**config.mk**
```make
export PLATFORM = sky130hd
export DESIGN_NAME = addsub_pipe
export DESIGN_NICKNAME = d
export VERILOG_FILES = /design/src/rtl/addsub_pipe.sv
export SDC_FILE = /design/constraint.sdc
export NUM_CORES = 1
export LEC_CHECK = 0
export ABC_AREA = 1
export CAP_MARGIN = 20
export CORE_MARGIN = 1.5
export CORE_UTILIZATION = 52
export CTS_CLUSTER_DIAMETER = 200
export DETAILED_ROUTE_END_ITERATION = 10
export GPL_ROUTABILITY_DRIVEN = 0
export GPL_TIMING_DRIVEN = 1
export PLACE_DENSITY_LB_ADDON = 0.1
export SLEW_MARGIN = 25
export SYNTH_ARGS = -nofsm -noshare
export SYNTH_HDL_FRONTEND = slang
export SYNTH_SLANG_ARGS = --single-unit
```
**constraint.sdc**
```tcl
create_clock -name clk -period 5.3 [get_ports clk]
set_input_delay 1.59 -clock clk [delete_from_list [all_inputs] [get_ports clk]]
set_output_delay 1.59 -clock clk [all_outputs]
set_load 0.05 [all_outputs]
```
**src/rtl/addsub_pipe.sv**
```systemverilog
// addsub_pipe: single-stage add/subtract unit with an internal accumulator
// and a valid/ready handshake on both sides.
//
// The operation is chosen by mode:
//   00 A+B   01 A-B   10 ACC+B   11 ACC-B
// Subtraction is X + ~Y + 1. In subtract modes the exported borrow is the
// inverse of the adder carry, and the carry output is held at 0.
//
// Optional feature macro: ADDSUB_SAT_EN
//   When defined, a signed overflow clamps the result to the most positive
//   or most negative WIDTH-bit value. The clamped value also becomes the new
//   accumulator value in modes 10/11. When undefined, results wrap modulo
//   2^WIDTH and no clamping logic is built.
//
// Port names follow the block's published interface so it can be dropped
// into existing integration code unchanged.

module addsub_pipe #(
  parameter int WIDTH = 8
) (
  input  logic             clk,
  input  logic             rst_n,
  input  logic             in_valid,
  output logic             in_ready,
  input  logic [WIDTH-1:0] a,
  input  logic [WIDTH-1:0] b,
  input  logic [1:0]       mode,
  input  logic             clr_acc,
  output logic             out_valid,
  input  logic             out_ready,
  output logic [WIDTH-1:0] result,
  output logic             carry,
  output logic             borrow,
  output logic             overflow,
  output logic             zero
);

  // Registered state: the output stage and the running accumulator.
  logic             r_outValid;
  logic [WIDTH-1:0] r_result;
  logic             r_carry;
  logic             r_borrow;
  logic             r_overflow;
  logic             r_zero;
  logic [WIDTH-1:0] r_acc;

  // Handshake and datapath intermediates.
  logic             w_inReady;
  logic             w_accept;
  logic             w_isAccMode;
  logic             w_isSubMode;
  logic [WIDTH-1:0] w_accOperand;
  logic [WIDTH-1:0] w_opX;
  logic [WIDTH-1:0] w_opY;
  logic [WIDTH:0]   w_rawSum;
  logic [WIDTH-1:0] w_sum;
  logic             w_carryOut;
  logic             w_overflow;
  logic [WIDTH-1:0] w_finalResult;
  logic             w_carryFlag;
  logic             w_borrowFlag;
  logic             w_zeroFlag;

  // A single output register gives full throughput: a new operand set can be
  // taken whenever the register is empty or is being drained this cycle.
  assign w_inReady   = !r_outValid || out_ready;
  assign w_accept    = in_valid && w_inReady;
  assign w_isAccMode = mode[1];
  assign w_isSubMode = mode[0];

  // A clear arriving together with an accumulate operation takes effect
  // first, so the operation sees an accumulator of zero.
  assign w_accOperand = clr_acc ? '0 : r_acc;

  // Operand selection, B inversion for subtraction and the shared adder.
  always_comb begin
    w_opX    = w_isAccMode ? w_accOperand : a;
    w_opY    = w_isSubMode ? ~b : b;
    w_rawSum = {1'b0, w_opX} + {1'b0, w_opY} + {{WIDTH{1'b0}}, w_isSubMode};
  end

  assign w_sum      = w_rawSum[WIDTH-1:0];
  assign w_carryOut = w_rawSum[WIDTH];

  // Signed overflow: the adder inputs (after inversion) agree in sign but
  // the sum does not.
  assign w_overflow = (w_opX[WIDTH-1] == w_opY[WIDTH-1]) &&
                      (w_sum[WIDTH-1] != w_opX[WIDTH-1]);

  // Carry is only meaningful for additions; borrow only for subtractions,
  // where it is the complement of the raw adder carry.
  assign w_carryFlag  = !w_isSubMode && w_carryOut;
  assign w_borrowFlag =  w_isSubMode && !w_carryOut;

`ifdef ADDSUB_SAT_EN
  logic [WIDTH-1:0] w_satMax;
  logic [WIDTH-1:0] w_satMin;

  assign w_satMax = {1'b0, {(WIDTH-1){1'b1}}};
  assign w_satMin = {1'b1, {(WIDTH-1){1'b0}}};

  // On overflow both adder inputs share a sign, which tells us the
  // direction: two negatives underflow, two positives overflow.
  always_comb begin
    w_finalResult = w_sum;
    if (w_overflow) begin
      w_finalResult = w_opX[WIDTH-1] ? w_satMin : w_satMax;
    end
  end
`else
  // Plain modular arithmetic: the adder output is the result.
  always_comb begin
    w_finalResult = w_sum;
  end
`endif

  assign w_zeroFlag = (w_finalResult == '0);

  // Output stage: load on accept, drain when the consumer takes the result,
  // otherwise hold everything stable.
  always_ff @(posedge clk) begin
    if (!rst_n) begin
      r_outValid <= 1'b0;
      r_result   <= '0;
      r_carry    <= 1'b0;
      r_borrow   <= 1'b0;
      r_overflow <= 1'b0;
      r_zero     <= 1'b1;
    end else if (w_accept) begin
      r_outValid <= 1'b1;
      r_result   <= w_finalResult;
      r_carry    <= w_carryFlag;
      r_borrow   <= w_borrowFlag;
      r_overflow <= w_overflow;
      r_zero     <= w_zeroFlag;
    end else if (out_ready) begin
      r_outValid <= 1'b0;
    end
  end

  // Accumulator: takes the result of accepted accumulate operations; a
  // standalone clear zeroes it without touching the output stage.
  always_ff @(posedge clk) begin
    if (!rst_n) begin
      r_acc <= '0;
    end else if (w_accept && w_isAccMode) begin
      r_acc <= w_finalResult;
    end else if (clr_acc) begin
      r_acc <= '0;
    end
  end

  assign in_ready  = w_inReady;
  assign out_valid = r_outValid;
  assign result    = r_result;
  assign carry     = r_carry;
  assign borrow    = r_borrow;
  assign overflow  = r_overflow;
  assign zero      = r_zero;

endmodule
```
**Yosys cells after proc, flatten, opt, wreduce, memory -nomap -nowiden**

Cells that the tools add are included.

- Bits in registers: 21
- Input bits: 23
- Output and inout bits: 14
- Logic and storage cells: 29

- Add/sub/neg operators: 2
- Eq/ne operators: 2
- Multiplexer cells: 6
- Bitwise operators: 1
- Reductions and logical operators: 11

Operators by type and width:

| kind | count |
|---|---|
| $mux 8 | 4 |
| $add 8x8->9 | 1 |
| $add 9x1->9 | 1 |
| $logic_not 8->1 | 1 |
| $not 8->8 | 1 |
| $logic_and 1x1->1 | 5 |
| $logic_not 1->1 | 3 |
| $mux 1 | 2 |
| $reduce_bool 2->1 | 1 |
| $eq 1x1->1 | 1 |
| $logic_or 1x1->1 | 1 |
| $ne 1x1->1 | 1 |

**Depth between registers and ports, before layout**

- Depth in word-level cells: 6
- Gate-level depth with buffers: 16
- Mapped depth without buffers: 15

**Least setup slack after synthesis**

Ideal clock, no wire load.

- Path kind: input port to output port
- Start point: in out_ready
- End point: out in_ready
- Data arrival time: 1835 ps
- Required time: 3710 ps
- Path slack: 1875 ps
- Stages: 2
- Cell sequence: inv_1 -> nand2_2

- Word-level cells in the longest chain between the ends: 1

RTL lines:

| element | RTL line | text |
|---|---|---|
| start, declared | 30 | `input logic out_ready,` |
| $logic_or 1x1->1 | 66 | `assign w_inReady = !r_outValid \|\| out_ready;` |
| end, declared | 24 | `output logic in_ready,` |

Every way passes these cells.

**Worst setup path in the final report**

Same ends and word-level chain as after synthesis.

==> impl_metrics.py <==
metrics = {
    "grt": {
        "grt_start_max_net_pins": 18,
        "met1_demand_to_capacity_share_in_global_routing_pct": 28.3,
        "grt_pass1_wl_um": 4910,
        "grt-ovfl-total": 0,
        "global_route.peak_usage_layer": "met2",
        "grtUsageTotal_pct": 22.6,
        "grt_use_met3_pct": 5.91,
        "number_of_global_route_vias_before_repair": 1158,
        "grt_antenna_before_repair": 0,
        "use_met2_pct": 38.3,
    },
    "yosys": {
        "synthDominantCellAreaShare_pct": 29.8,
        "syn-cell-area_um2": 1410,
        "dominant_combinational_cell_family_by_area_after_synthesis": "simple AND/OR/NAND/NOR gates",
        "synth_xor_area_share_pct": 4.97,
        "post_synth_mux_area_share_pct": 0,
        "seq_area_frac_synth_pct": 29.8,
        "synth_compound_gate_area_share_pct": 14.0,
        "synthAdderAreaFrac_pct": 7.63,
        "most_frequent_cell_after_synthesis": "nand2_1",
        "dominantRegCellSynth": "dfxtp_1",
        "synth.area.top_cells": "dfxtp_1 (30%), nand2_1 (16%), inv_1 (8.5%), ha_1 (6.2%), a21oi_1 (5.7%)",
        "number_of_synthesized_register_bits": 21,
        "number_of_nets_in_the_synthesized_netlist": 248,
        "synth.distinct_cells": 27,
        "netlist.top_cell.by_area": "dfxtp_1",
        "ys_async_sr_fraction_pct": 0,
        "ys.warnings.count": 0,
        "syn-mean-instance-area_um2": 6.50,
        "synth-edff-count": 0,
        "netlist_top_cells_count": "nand2_1 (59), inv_1 (32), dfxtp_1 (21)",
        "synth_simple_gate_area_share_pct": 31.4,
        "synthesis.instances": 217,
    },
    "sta": {
        "max-slew-margin-rel_pct": 66.4,
        "final-max-slew-violation-count": 0,
        "worst-slew-pin-transition_ps": 503,
        "setup_viol": 0,
        "fin_tns_setup_ps": 0,
        "number_of_failing_hold_endpoints_at_the_final_stage": 0,
        "achievable-frequency_mhz": 221,
        "min_period_over_period_pct": 85.3,
        "grt_setup_unrepaired": "no",
        "fin_crit_period_ps": 4520,
        "final.setup_skew_ps": 3.75,
    },
    "worst_setup_path": {
        "critical_path.max_fanout": 3,
        "cp_data_required_time_ps": 3710,
        "timing.critical_path.to_type": "output pin",
        "r2r.worst_path.cells": 12,
        "crit_path_start_kind": "primary input",
        "worst_ep_arrival_time_ps": 2930,
        "critPathKind": "primary input to output pin",
    },
    "placed_design": {
        "total_of_buffers_placed_on_input_and_output_ports": 36,
        "dpl.hpwl_um": 2320,
    },
    "power_and_ir_drop": {
        "p_leak_nw": 0.898,
        "combPwrFrac_pct": 43.0,
        "net-switching-power_w": 0.000178,
        "share_seq_of_total_power_pct": 39.2,
        "cellInternalPower_w": 0.000271,
        "switching_share_pct": 39.6,
        "p_clk_share_pct": 17.7,
        "power_density_nw_per_um2": 249,
        "vdd_drop_max_mv": 0.215,
    },
    "clock_network": {
        "post_cts.resized_instances": 0,
        "clock_transition_at_the_registers_of_the_reported_paths_ps": 120,
        "tritoncts_clock_tree": "built",
        "clockRootBuffer": "clkbuf_4",
        "ctsHtreeMaxLevel": 1,
        "post-cts-setup-buffers": 0,
        "cts.sink_count": 21,
        "insertion_delay_ps": 310,
        "cts_hold_buffers": 0,
        "max-clock-path-buffers": 2,
        "num_cts_buffers": 3,
    },
    "routing": {
        "drt.antenna.violating_nets": 0,
        "initialDrtViolationCount": 36,
        "drt-pass1-iter-count": 4,
        "route.detailed.vias_per_inst": 5.09,
        "routedWlPerCell_um": 11.0,
        "drc_errors": 0,
        "vias": 1429,
        "final_wirelength_um": 3100,
    },
    "finish": {
        "postLayoutCoreUtil_pct": 71.3,
        "register_area_um2": 420,
        "drive_above_1_share_pct": 7.17,
        "area.growth.synth_to_final_pct": 27.6,
        "antennaDiodeCount": 0,
        "finalNetCount": 283,
        "multi_input_area_um2": 818,
        "fillerInstances": 235,
    },
    "floorplan": {
        "core_area_um2": 2520,
        "ports_placed_on_the_boundary": 37,
        "die_width_um": 55.1,
        "floorplan.die_area_um2": 3030,
        "die_h_um": 55.1,
        "rows": 18,
        "effective_utilization_at_floorplan_pct": 55.9,
    },
    "worst_hold_path": {
        "min-delay-path-class": "register to register",
        "hold-path-cell-count": 2,
    },
    "job": {
        "max_cap_viol_count": 0,
    },
    "outcome": {
        "outcome": "complete, no violations",
    },
}
-- per-layer routing --
layer	vias up	share of wire [%]
met1	624	47
met2	41	45
met4	0	0.81
met3	4	6.6
met5	-	0
li1	760	-
-- power by group through the flow --
stage | registers, W | clock network [W] | logic (W)
global placement | 0.000179 | 0 | 0.000189
floorplan | 0.000212 | 0 | 0.000103
detailed placement | 0.000180 | 0 | 0.000192
finish | 0.000176 | 0.0000795 | 0.000193
CTS | 0.000176 | 0.0000816 | 0.000193
global route | 0.000178 | 0.0000880 | 0.000214
-- placed cells by master (no fill, tap or decap) --
master            n
nor3_1            1
dfxtp_1          21
nor2_1           14
nand3_1          15
nand3_2           2
xnor2_1           2
a31oi_1           1
ha_1              7
clkinv_1          1
a21oi_2           1
a21o_1            1
o211ai_1          3
nand2_1          59
clkdlybuf4s50_1  36
fa_1              1
nand4_1           3
nor2_2            1
xor2_1            6
inv_1            32
clkinv_2          1
clkbuf_4          3
inv_2             3
o21ai_0          13
a211oi_1          1
nand2_2           7
a21oi_1          16
-- critical path, stage by stage --
cell and delay (ps):
clkdlybuf4s50_1 450, inv_1 40, nand2_2 60, clkdlybuf4s50_1 790
-- layout make-up --
class                      instances  area share [%]
timing repair buffer              36            20.0
sequential                        21            23.4
inverter                          36            7.51
multi-input combinational        154            45.5
tap                               30            2.09
clock buffer                       3            1.25
clock inverter                     1           0.278
-- flip-flops by register name, indices dropped and copies added (netlist names) --
signal / flops
borrow: 1
zero: 1
overflow: 1
result: 8
out_valid: 1
carry: 1
r_acc: 8
-- logic make-up (layout without fill, tap and decap cells) --
logic type      after synthesis  count (layout)
fa+ha+maj                     8               8
xor+xnor                      8               8
compound gates               36              36
flops                        21              21
simple gates                102             102
buf+inv                      42              76
-- metrics by stage --
stage / total power [W] / instance area (µm²) / worst slack (ps) / hold slack [ps] / cells
after detailed placement: 0.000371 / 1770 / 770 / 460 / 277
after global placement: 0.000369 / 1770 / 775 / 454 / 277
final: 0.000448 / 1800 / 776 / 472 / 281
after global routing: 0.000480 / 1800 / 677 / 493 / 281
after floorplan: 0.000315 / 1410 / 1870 / 438 / 217
after CTS: 0.000450 / 1800 / 770 / 478 / 281
-- worst paths after layout --
path / slack [ps] / endpoint / from
worst min-delay path: 470 / result[2] / result[2]
worst min register to register: 470 / result[2] / result[2]
worst max register to register: 3260 / zero / r_acc[1]
worst max-delay path: 780 / in_ready / out_ready
Power figures use the tool's default switching activity.
